`src/rtl/i2c_pkg.sv`:
```
// ---------------------------------------------------------------------------
// i2c_pkg
// Shared types and constants for the i2c_slave target.
//   - i2c_state_t   : protocol state of the target FSM
//   - I2C_READ/WRITE: value of the r_w bit that follows the 7-bit address
//   - DEFAULT_SLAVE_ADDR : address answered to when not overridden
//   - addr_match()  : compares a received {addr, r_w} frame with an address
// ---------------------------------------------------------------------------
package i2c_pkg;

    typedef enum logic [2:0] {
        IDLE       = 3'd0,
        ADDR       = 3'd1,
        ADDR_ACK   = 3'd2,
        WRITE_DATA = 3'd3,
        WRITE_ACK  = 3'd4,
        READ_DATA  = 3'd5,
        READ_ACK   = 3'd6,
        WAIT_STOP  = 3'd7
    } i2c_state_t;

    localparam logic       I2C_READ           = 1'b1;
    localparam logic       I2C_WRITE          = 1'b0;
    localparam logic [6:0] DEFAULT_SLAVE_ADDR = 7'h50;

    // Upper seven bits of the first byte carry the address, bit 0 is r_w.
    function automatic logic addr_match(input logic [7:0] frame, input logic [6:0] addr);
        return (frame[7:1] == addr);
    endfunction

endpackage

```
`src/rtl/i2c_slave_if.sv`:
```
// ---------------------------------------------------------------------------
// i2c_slave_if
// Groups the bus pins and the host-side byte interface of i2c_slave.
//   scl, sda           : bus levels as seen at the pad
//   slave_sda_en       : 1 = pull sda to ssda_buffer, 0 = release
//   ssda_buffer        : value driven when slave_sda_en = 1
//   tx_data / tx_req   : byte returned on a read, latched on the tx_req pulse
//   rx_data / rx_valid : byte received on a write, rx_valid pulses on update
//   busy, done, nack_seen : transaction status
// Modports: slave (the target), master (bus/host side driving it).
// ---------------------------------------------------------------------------
interface i2c_slave_if;

    logic       scl;
    logic       sda;
    logic       slave_sda_en;
    logic       ssda_buffer;
    logic [7:0] tx_data;
    logic       tx_req;
    logic [7:0] rx_data;
    logic       rx_valid;
    logic       busy;
    logic       done;
    logic       nack_seen;

    modport slave (
        input  scl, sda, tx_data,
        output slave_sda_en, ssda_buffer, tx_req, rx_data, rx_valid,
               busy, done, nack_seen
    );

    modport master (
        output scl, sda, tx_data,
        input  slave_sda_en, ssda_buffer, tx_req, rx_data, rx_valid,
               busy, done, nack_seen
    );

endinterface

```
`src/rtl/i2c_bus_sync.sv`:
```
// ---------------------------------------------------------------------------
// i2c_bus_sync
// Brings scl/sda into the clk domain and derives bus events.
//   clk, rst    : system clock, asynchronous active-high reset
//   scl, sda    : raw pad levels
//   scl_rise    : scl went 0->1
//   scl_fall    : scl went 1->0
//   start_det   : sda fell while scl stayed high
//   stop_det    : sda rose while scl stayed high
//   sda_s       : synchronized (and optionally filtered) sda level
// Build option I2C_SLAVE_GLITCH_FILTER_EN: adds a 3-sample stability filter
// on both lines (2 clk extra latency, pulses of 2 clk or less rejected).
// Event flags are combinational from registered levels; the consumer
// registers them, giving SYNC_STAGES+1 clk from pad to action.
// ---------------------------------------------------------------------------
module i2c_bus_sync #(
    parameter int SYNC_STAGES = 2
) (
    input  logic clk,
    input  logic rst,
    input  logic scl,
    input  logic sda,
    output logic scl_rise,
    output logic scl_fall,
    output logic start_det,
    output logic stop_det,
    output logic sda_s
);

    logic [SYNC_STAGES-1:0] scl_sync_r;
    logic [SYNC_STAGES-1:0] sda_sync_r;
    logic                   scl_lvl_s;
    logic                   sda_lvl_s;
    logic                   scl_prev_r;
    logic                   sda_prev_r;

    // Multi-flop synchronizer; idles high like the released bus.
    always_ff @(posedge clk or posedge rst) begin
        if (rst) begin
            scl_sync_r <= {SYNC_STAGES{1'b1}};
            sda_sync_r <= {SYNC_STAGES{1'b1}};
        end else begin
            scl_sync_r <= {scl_sync_r[SYNC_STAGES-2:0], scl};
            sda_sync_r <= {sda_sync_r[SYNC_STAGES-2:0], sda};
        end
    end

`ifdef I2C_SLAVE_GLITCH_FILTER_EN
    logic [1:0] scl_hist_r;
    logic [1:0] sda_hist_r;
    logic       scl_filt_r;
    logic       sda_filt_r;

    // Accept a new level only once three consecutive samples agree.
    always_comb begin
        scl_lvl_s = scl_filt_r;
        sda_lvl_s = sda_filt_r;
        if ((scl_sync_r[SYNC_STAGES-1] == scl_hist_r[0]) && (scl_hist_r[0] == scl_hist_r[1])) begin
            scl_lvl_s = scl_sync_r[SYNC_STAGES-1];
        end else begin
            scl_lvl_s = scl_filt_r;
        end
        if ((sda_sync_r[SYNC_STAGES-1] == sda_hist_r[0]) && (sda_hist_r[0] == sda_hist_r[1])) begin
            sda_lvl_s = sda_sync_r[SYNC_STAGES-1];
        end else begin
            sda_lvl_s = sda_filt_r;
        end
    end

    // Sample history and held filter level.
    always_ff @(posedge clk or posedge rst) begin
        if (rst) begin
            scl_hist_r <= 2'b11;
            sda_hist_r <= 2'b11;
            scl_filt_r <= 1'b1;
            sda_filt_r <= 1'b1;
        end else begin
            scl_hist_r <= {scl_hist_r[0], scl_sync_r[SYNC_STAGES-1]};
            sda_hist_r <= {sda_hist_r[0], sda_sync_r[SYNC_STAGES-1]};
            scl_filt_r <= scl_lvl_s;
            sda_filt_r <= sda_lvl_s;
        end
    end
`else
    assign scl_lvl_s = scl_sync_r[SYNC_STAGES-1];
    assign sda_lvl_s = sda_sync_r[SYNC_STAGES-1];
`endif

    // Previous level, used for edge detection.
    always_ff @(posedge clk or posedge rst) begin
        if (rst) begin
            scl_prev_r <= 1'b1;
            sda_prev_r <= 1'b1;
        end else begin
            scl_prev_r <= scl_lvl_s;
            sda_prev_r <= sda_lvl_s;
        end
    end

    assign scl_rise  = scl_lvl_s & ~scl_prev_r;
    assign scl_fall  = ~scl_lvl_s & scl_prev_r;
    // scl must be high in both samples so a simultaneous scl/sda move is no event.
    assign start_det = scl_lvl_s & scl_prev_r & sda_prev_r & ~sda_lvl_s;
    assign stop_det  = scl_lvl_s & scl_prev_r & ~sda_prev_r & sda_lvl_s;
    assign sda_s     = sda_lvl_s;

endmodule

```
`src/rtl/i2c_slave.sv`:
```
// ---------------------------------------------------------------------------
// i2c_slave
// Single-address I2C target handling one data byte per transaction.
//   clk  : 125 MHz system clock
//   rst  : asynchronous, active-high reset (releases sda immediately)
//   bus  : i2c_slave_if.slave -- scl/sda pad levels, open-drain enable/value,
//          tx_data/tx_req read byte, rx_data/rx_valid write byte,
//          busy/done/nack_seen status.
// Parameters: SLAVE_ADDR (7-bit address), SYNC_STAGES (>= 2).
// Build option I2C_SLAVE_GLITCH_FILTER_EN enables the scl/sda glitch filter
// inside i2c_bus_sync.
// All outputs are registered; sda only ever changes on an scl fall.
// ---------------------------------------------------------------------------
module i2c_slave
    import i2c_pkg::*;
#(
    parameter logic [6:0] SLAVE_ADDR  = DEFAULT_SLAVE_ADDR,
    parameter int         SYNC_STAGES = 2
) (
    input logic        clk,
    input logic        rst,
    i2c_slave_if.slave bus
);

    logic scl_rise;
    logic scl_fall;
    logic start_det;
    logic stop_det;
    logic sda_s;

    i2c_state_t state_r,    state_next_s;
    logic [3:0] bit_cnt_r,  bit_cnt_next_s;
    logic [7:0] shreg_r,    shreg_next_s;
    logic [7:0] tx_shreg_r, tx_shreg_next_s;
    logic       rw_r,       rw_next_s;
    logic       sda_en_r,   sda_en_next_s;
    logic       sda_out_r,  sda_out_next_s;
    logic [7:0] rx_data_r,  rx_data_next_s;
    logic       rx_valid_r, rx_valid_next_s;
    logic       tx_req_r,   tx_req_next_s;
    logic       busy_r,     busy_next_s;
    logic       done_r,     done_next_s;
    logic       nack_r,     nack_next_s;

    i2c_bus_sync #(
        .SYNC_STAGES (SYNC_STAGES)
    ) u_bus_sync (
        .clk       (clk),
        .rst       (rst),
        .scl       (bus.scl),
        .sda       (bus.sda),
        .scl_rise  (scl_rise),
        .scl_fall  (scl_fall),
        .start_det (start_det),
        .stop_det  (stop_det),
        .sda_s     (sda_s)
    );

    // Next-state and output logic; START/STOP override any bit handling.
    always_comb begin
        state_next_s    = state_r;
        bit_cnt_next_s  = bit_cnt_r;
        shreg_next_s    = shreg_r;
        tx_shreg_next_s = tx_shreg_r;
        rw_next_s       = rw_r;
        sda_en_next_s   = sda_en_r;
        sda_out_next_s  = sda_out_r;
        rx_data_next_s  = rx_data_r;
        rx_valid_next_s = 1'b0;
        tx_req_next_s   = 1'b0;
        busy_next_s     = busy_r;
        done_next_s     = 1'b0;
        nack_next_s     = nack_r;

        if (stop_det) begin
            state_next_s   = IDLE;
            bit_cnt_next_s = 4'd0;
            sda_en_next_s  = 1'b0;
            sda_out_next_s = 1'b0;
            busy_next_s    = 1'b0;
            done_next_s    = busy_r;
        end else if (start_det) begin
            state_next_s   = ADDR;
            bit_cnt_next_s = 4'd0;
            sda_en_next_s  = 1'b0;
            sda_out_next_s = 1'b0;
            nack_next_s    = 1'b0;
        end else begin
            case (state_r)
                IDLE: begin
                    sda_en_next_s = 1'b0;
                end

                ADDR: begin
                    if (scl_rise && (bit_cnt_r != 4'd8)) begin
                        shreg_next_s   = {shreg_r[6:0], sda_s};
                        bit_cnt_next_s = bit_cnt_r + 4'd1;
                    end else if (scl_fall && (bit_cnt_r == 4'd8)) begin
                        bit_cnt_next_s = 4'd0;
                        if (addr_match(shreg_r, SLAVE_ADDR)) begin
                            state_next_s   = ADDR_ACK;
                            sda_en_next_s  = 1'b1;
                            sda_out_next_s = 1'b0;
                            busy_next_s    = 1'b1;
                            rw_next_s      = shreg_r[0];
                            if (shreg_r[0] == I2C_READ) begin
                                tx_shreg_next_s = bus.tx_data;
                                tx_req_next_s   = 1'b1;
                            end else begin
                                tx_shreg_next_s = tx_shreg_r;
                            end
                        end else begin
                            state_next_s = WAIT_STOP;
                        end
                    end else begin
                        state_next_s = ADDR;
                    end
                end

                ADDR_ACK: begin
                    if (scl_fall) begin
                        if (rw_r == I2C_READ) begin
                            // First data bit goes out on the same fall that ends the ACK.
                            state_next_s    = READ_DATA;
                            sda_en_next_s   = 1'b1;
                            sda_out_next_s  = tx_shreg_r[7];
                            tx_shreg_next_s = {tx_shreg_r[6:0], 1'b0};
                            bit_cnt_next_s  = 4'd1;
                        end else begin
                            state_next_s   = WRITE_DATA;
                            sda_en_next_s  = 1'b0;
                            sda_out_next_s = 1'b0;
                            bit_cnt_next_s = 4'd0;
                        end
                    end else begin
                        state_next_s = ADDR_ACK;
                    end
                end

                WRITE_DATA: begin
                    if (scl_rise && (bit_cnt_r != 4'd8)) begin
                        shreg_next_s   = {shreg_r[6:0], sda_s};
                        bit_cnt_next_s = bit_cnt_r + 4'd1;
                    end else if (scl_fall && (bit_cnt_r == 4'd8)) begin
                        state_next_s    = WRITE_ACK;
                        bit_cnt_next_s  = 4'd0;
                        sda_en_next_s   = 1'b1;
                        sda_out_next_s  = 1'b0;
                        rx_data_next_s  = shreg_r;
                        rx_valid_next_s = 1'b1;
                    end else begin
                        state_next_s = WRITE_DATA;
                    end
                end

                WRITE_ACK: begin
                    if (scl_fall) begin
                        state_next_s   = WAIT_STOP;
                        sda_en_next_s  = 1'b0;
                        sda_out_next_s = 1'b0;
                    end else begin
                        state_next_s = WRITE_ACK;
                    end
                end

                READ_DATA: begin
                    if (scl_fall) begin
                        if (bit_cnt_r == 4'd8) begin
                            state_next_s   = READ_ACK;
                            bit_cnt_next_s = 4'd0;
                            sda_en_next_s  = 1'b0;
                            sda_out_next_s = 1'b0;
                        end else begin
                            sda_out_next_s  = tx_shreg_r[7];
                            tx_shreg_next_s = {tx_shreg_r[6:0], 1'b0};
                            bit_cnt_next_s  = bit_cnt_r + 4'd1;
                        end
                    end else begin
                        state_next_s = READ_DATA;
                    end
                end

                READ_ACK: begin
                    if (scl_rise) begin
                        state_next_s = WAIT_STOP;
                        if (sda_s) begin
                            nack_next_s = 1'b1;
                        end else begin
                            nack_next_s = nack_r;
                        end
                    end else begin
                        state_next_s = READ_ACK;
                    end
                end

                WAIT_STOP: begin
                    sda_en_next_s = 1'b0;
                end

                default: begin
                    state_next_s  = IDLE;
                    sda_en_next_s = 1'b0;
                end
            endcase
        end
    end

    // State and output registers.
    always_ff @(posedge clk or posedge rst) begin
        if (rst) begin
            state_r    <= IDLE;
            bit_cnt_r  <= 4'd0;
            shreg_r    <= 8'd0;
            tx_shreg_r <= 8'd0;
            rw_r       <= 1'b0;
            sda_en_r   <= 1'b0;
            sda_out_r  <= 1'b0;
            rx_data_r  <= 8'd0;
            rx_valid_r <= 1'b0;
            tx_req_r   <= 1'b0;
            busy_r     <= 1'b0;
            done_r     <= 1'b0;
            nack_r     <= 1'b0;
        end else begin
            state_r    <= state_next_s;
            bit_cnt_r  <= bit_cnt_next_s;
            shreg_r    <= shreg_next_s;
            tx_shreg_r <= tx_shreg_next_s;
            rw_r       <= rw_next_s;
            sda_en_r   <= sda_en_next_s;
            sda_out_r  <= sda_out_next_s;
            rx_data_r  <= rx_data_next_s;
            rx_valid_r <= rx_valid_next_s;
            tx_req_r   <= tx_req_next_s;
            busy_r     <= busy_next_s;
            done_r     <= done_next_s;
            nack_r     <= nack_next_s;
        end
    end

    assign bus.slave_sda_en = sda_en_r;
    assign bus.ssda_buffer  = sda_out_r;
    assign bus.tx_req       = tx_req_r;
    assign bus.rx_data      = rx_data_r;
    assign bus.rx_valid     = rx_valid_r;
    assign bus.busy         = busy_r;
    assign bus.done         = done_r;
    assign bus.nack_seen    = nack_r;

endmodule

```
`src/flat_wrapper.sv`:
```
// flat-port wrapper written by rule: the top's interface ports become plain ports
module i2c_slave_flat import i2c_pkg::*;
#(
    parameter logic [6:0] SLAVE_ADDR  = DEFAULT_SLAVE_ADDR,
    parameter int         SYNC_STAGES = 2
)
  (clk, rst, bus_scl, bus_sda, bus_tx_data, bus_slave_sda_en, bus_ssda_buffer, bus_tx_req, bus_rx_data, bus_rx_valid, bus_busy, bus_done, bus_nack_seen);
  i2c_slave_if bus_i ();
  input logic clk;
  input logic rst;
  input wire logic [$bits(bus_i.scl)-1:0] bus_scl;
  input wire logic [$bits(bus_i.sda)-1:0] bus_sda;
  input wire logic [$bits(bus_i.tx_data)-1:0] bus_tx_data;
  output wire logic [$bits(bus_i.slave_sda_en)-1:0] bus_slave_sda_en;
  output wire logic [$bits(bus_i.ssda_buffer)-1:0] bus_ssda_buffer;
  output wire logic [$bits(bus_i.tx_req)-1:0] bus_tx_req;
  output wire logic [$bits(bus_i.rx_data)-1:0] bus_rx_data;
  output wire logic [$bits(bus_i.rx_valid)-1:0] bus_rx_valid;
  output wire logic [$bits(bus_i.busy)-1:0] bus_busy;
  output wire logic [$bits(bus_i.done)-1:0] bus_done;
  output wire logic [$bits(bus_i.nack_seen)-1:0] bus_nack_seen;
  assign bus_i.scl = bus_scl;
  assign bus_i.sda = bus_sda;
  assign bus_i.tx_data = bus_tx_data;
  assign bus_slave_sda_en = bus_i.slave_sda_en;
  assign bus_ssda_buffer = bus_i.ssda_buffer;
  assign bus_tx_req = bus_i.tx_req;
  assign bus_rx_data = bus_i.rx_data;
  assign bus_rx_valid = bus_i.rx_valid;
  assign bus_busy = bus_i.busy;
  assign bus_done = bus_i.done;
  assign bus_nack_seen = bus_i.nack_seen;
  i2c_slave #(.SLAVE_ADDR(SLAVE_ADDR), .SYNC_STAGES(SYNC_STAGES)) u_core (.clk(clk), .rst(rst), .bus(bus_i));
endmodule
```
`config.mk`:
```
export PLATFORM = sky130hd
export DESIGN_NAME = i2c_slave_flat
export DESIGN_NICKNAME = d
export VERILOG_FILES = /design/src/rtl/i2c_pkg.sv /design/src/rtl/i2c_slave_if.sv /design/src/rtl/i2c_bus_sync.sv /design/src/rtl/i2c_slave.sv /design/src/flat_wrapper.sv
export SDC_FILE = /design/constraint.sdc
export NUM_CORES = 1
export LEC_CHECK = 0
export ABC_CLOCK_PERIOD_IN_PS = 3550
export CORE_MARGIN = 1
export CORE_UTILIZATION = 55
export DETAILED_ROUTE_END_ITERATION = 7
export HOLD_SLACK_MARGIN = 0.02
export PLACE_DENSITY = 0.78
export SYNTH_ARGS = -nofsm -noshare
export SYNTH_HDL_FRONTEND = slang
export SYNTH_HIERARCHICAL = 1
export SYNTH_SLANG_ARGS = --single-unit
```
`constraint.sdc`:
```
create_clock -name clk -period 3.55 [get_ports clk]
set_input_delay 0.71 -clock clk [delete_from_list [all_inputs] [get_ports clk]]
set_output_delay 0.71 -clock clk [all_outputs]
set_load 0.05 [all_outputs]
```
==> flow_summary.yaml <==
yosys:
  synth.avg_cell_area_um2: 11.14
  ys_types: 50
  ys_warn_count: 6
  synth_fp_nets: 226
  synth_edf_count: 0
  syn_inst: 212
  seq_area_frac_synth_pct: 47.99
  mappedNetlistArea_um2: 2362
  synth_seq_cells: 45
  synth_flop_cell: "dfrtp_1"
  ys_async_sr_fraction_pct: 100.0
worst_setup_path:
  path_max_fanout: 9
  critical_path.max_stage_delay_ns: 0.57
  critPathCaptureType: "flip-flop"
  crit_family: "simple AND/OR/NAND/NOR gates"
  path_cells: "nor2b_1 > buf_4 > nand4b_1 > or3_4 > a21oi_4 > mux2_4"
  crit_path_top_delay_cell: "dfstp_2"
  crit_buf_inv: 1
  startpoint_type: "flip-flop"
  critPathKind: "reg2reg"
  critical_path_required_ns: 3.74
  cp.arrival_ns: 2.61
status:
  status: "complete, no violations"
timing:
  rsz0062_at_grt: "no"
  drv_slew: 0
  fin_crit_ns: 2.419
  tightestPinTransition_ns: 0.7161
  min_period_over_period_pct: 68.14
  max_freq_mhz: 413.4
  final.setup.tns_ns: 0
  hold_viol_final: 0
  layout_setup_ws_ns: 1.131
  final.setup_skew_ns: 0.01293
  max_slew_margin_pct: 52.26
  setup_viol: 0
power:
  comb_power_share_pct: 14.8
  peakVddDrop_v: 0.0003373
  p_clk_share_pct: 32.3
  cellInternalPower_w: 0.0009081
  leakage_nw: 1.207
  powerDensity_nw_per_um2: 445.0
  swShare_pct: 26.13
  p_seq_share_pct: 53.0
  p_switching_w: 0.0003212
floorplan:
  chipHeight_um: 67.54
  start_util_pct: 58.22
  die_w_um: 67.54
  placementRows: 23
  num_io_pins: 27
  dieArea_um2: 4561
  coreArea_um2: 4058
clock_network:
  clock_latency_ns: 0.30
  cts.path.max_buffers: 2
  cts_setup_buffers: 0
  cts-root-buf: "clkbuf_8"
  clk_pin_slew_ns: 0.08
  tritoncts: "yes"
  cts_sinks: 45
  cts_resized: 0
  htree_levels: 2
  cts_buffers: 5
  hold_buffers: 0
drt:
  vias: 1700
  wire_per_inst_um: 15.56
  drt_iter0_drc: 157
  wl_um: 4511
  avgViaCountPerCell: 5.862
  ant_nets: 0
  drc_errors: 0
  dr.pass1.iters: 4
cells_and_area:
  final_common_cell: "dfrtp_1"
  drive_gt1_share_pct: 22.08
  area_growth_pct: 16.95
  fin_nets: 253
  final_cell_mix: "dfrtp_1, clkdlybuf4s50_1, mux2_2"
  multiInputGateArea_um2: 1129
  diodes: 0
  fill_cells: 304
  seq_area_um2: 1134
global_routing:
  overflow: 0
  grt_max_degree: 27
  antenna_found_initial: 0
  grt_pass1_wl_um: 7624
  track_usage_pct: 23.00
  grt_pass1_vias: 1578
min_path:
  hp-class: "reg2reg"
run:
  maxCapViolCount: 0
placed_design:
  dp_slack_ns: 1.168
  numPortBuffers: 26
  place_congestion: 0.8992
  hpwlAfterDp_um: 3235
through the flow:
| step | instances | util [%] | hold WS (ns) | power, W | instance area [um^2] |
|---|---|---|---|---|---|
| 5_1_grt | 290 | 68.09 | 0.3684 | 0.001295 | 2763 |
| 2_1_floorplan | 212 | - | 0.3452 | 0.0007871 | 2362 |
| 3_3_place_gp | 282 | 65.19 | 0.3460 | 0.0008374 | 2645 |
| 6_report | 290 | 68.09 | 0.3590 | 0.001229 | 2763 |
| 4_1_cts | 290 | 68.09 | 0.3598 | 0.001244 | 2763 |
| 3_5_place_dp | 282 | 65.19 | 0.3468 | 0.0008436 | 2645 |
sequential cells by signal, indices dropped and copies added, names as in the netlist, 2 cells and up:
| register | cells |
|---|---|
| u_core/bus.rx_data | 8 |
| u_core/shreg_r | 8 |
| u_core/tx_shreg_r | 8 |
| u_core/bit_cnt_r | 4 |
| u_core/state_r | 3 |
| u_core/u_bus_sync/scl_sync_r | 2 |
| u_core/u_bus_sync/sda_sync_r | 2 |
metal layers:
metal  track usage [%]  part of all wire [%]
met1             32.24                    46
met2             34.41                    46
met3             5.068                   5.9
met4             9.043                   2.1
met5                 0                     0
power by group through the flow:
stage / Sequential [W] / Clock (W) / Combinational, W
4_1_cts: 0.000653 / 0.000408 / 0.000183
3_3_place_gp: 0.000659 / 0 / 0.000178
2_1_floorplan: 0.000646 / 0 / 0.000141
3_5_place_dp: 0.000662 / 0 / 0.000182
5_1_grt: 0.000664 / 0.000433 / 0.000199
6_report: 0.000651 / 0.000396 / 0.000181
final timing paths:
kind	cells past startpoint	slack (ns)	start	to
max	6	1.13	u_core/u_bus_sync/scl_prev_r	u_core/tx_shreg_r[2]
min reg2reg	0	0.36	u_core/u_bus_sync/scl_sync_r[0]	u_core/u_bus_sync/scl_sync_r[1]
min	0	0.36	u_core/u_bus_sync/scl_sync_r[0]	u_core/u_bus_sync/scl_sync_r[1]
min in group asynchronous	2	0.79	rst	u_core/bus.ssda_buffer
max reg2reg	6	1.13	u_core/u_bus_sync/scl_prev_r	u_core/tx_shreg_r[2]
max in group asynchronous	3	2.02	rst	u_core/state_r[0]
layout make-up:
class / instances / share of cell area (%)
flip-flops and latches: 45 / 41.03
inverters: 12 / 1.630
repair buffers: 28 / 9.964
clock inverters: 3 / 1.766
clock buffers: 5 / 2.491
well taps: 50 / 2.264
multi-input cells: 147 / 40.85
cell families after synthesis:
group	Yosys count	synth area share, %
and+or+nand+nor	67	17.16
AOI/OAI and AO/OA	47	13.82
DFF	45	47.99
muxes	30	15.36
buffers and inverters	20	4.237
adders and majority gates	2	1.059
xor gates and xnor gates	1	0.3708
synth_stat cells (2+ instances only):
cell | number | area, um^2
buf_6 | 3 | 33.78
ha_1 | 2 | 25.02
nor2b_1 | 7 | 43.79
and3b_1 | 2 | 17.52
and4b_1 | 2 | 20.02
and2_1 | 2 | 12.51
a211oi_1 | 2 | 15.01
a21oi_4 | 2 | 32.53
nor2_1 | 10 | 37.54
a21oi_1 | 11 | 55.05
dfrtp_1 | 39 | 975.9
inv_1 | 12 | 45.04
a31oi_1 | 4 | 25.02
mux2_2 | 22 | 247.7
mux2_4 | 7 | 105.1
nor3_1 | 3 | 15.01
o31ai_1 | 2 | 15.01
buf_2 | 2 | 10.01
o21ai_0 | 13 | 65.06
nand3_1 | 5 | 25.02
nand2_1 | 14 | 52.55
o211ai_1 | 2 | 15.01
nand4b_1 | 2 | 17.52
or3_1 | 4 | 25.02
and3_1 | 2 | 12.51
dfstp_2 | 6 | 157.7
clkbuf_1 | 3 | 11.26
nor4_1 | 2 | 12.51
nand2b_1 | 4 | 25.02
Note: power is estimated with default switching activity, not from simulation.
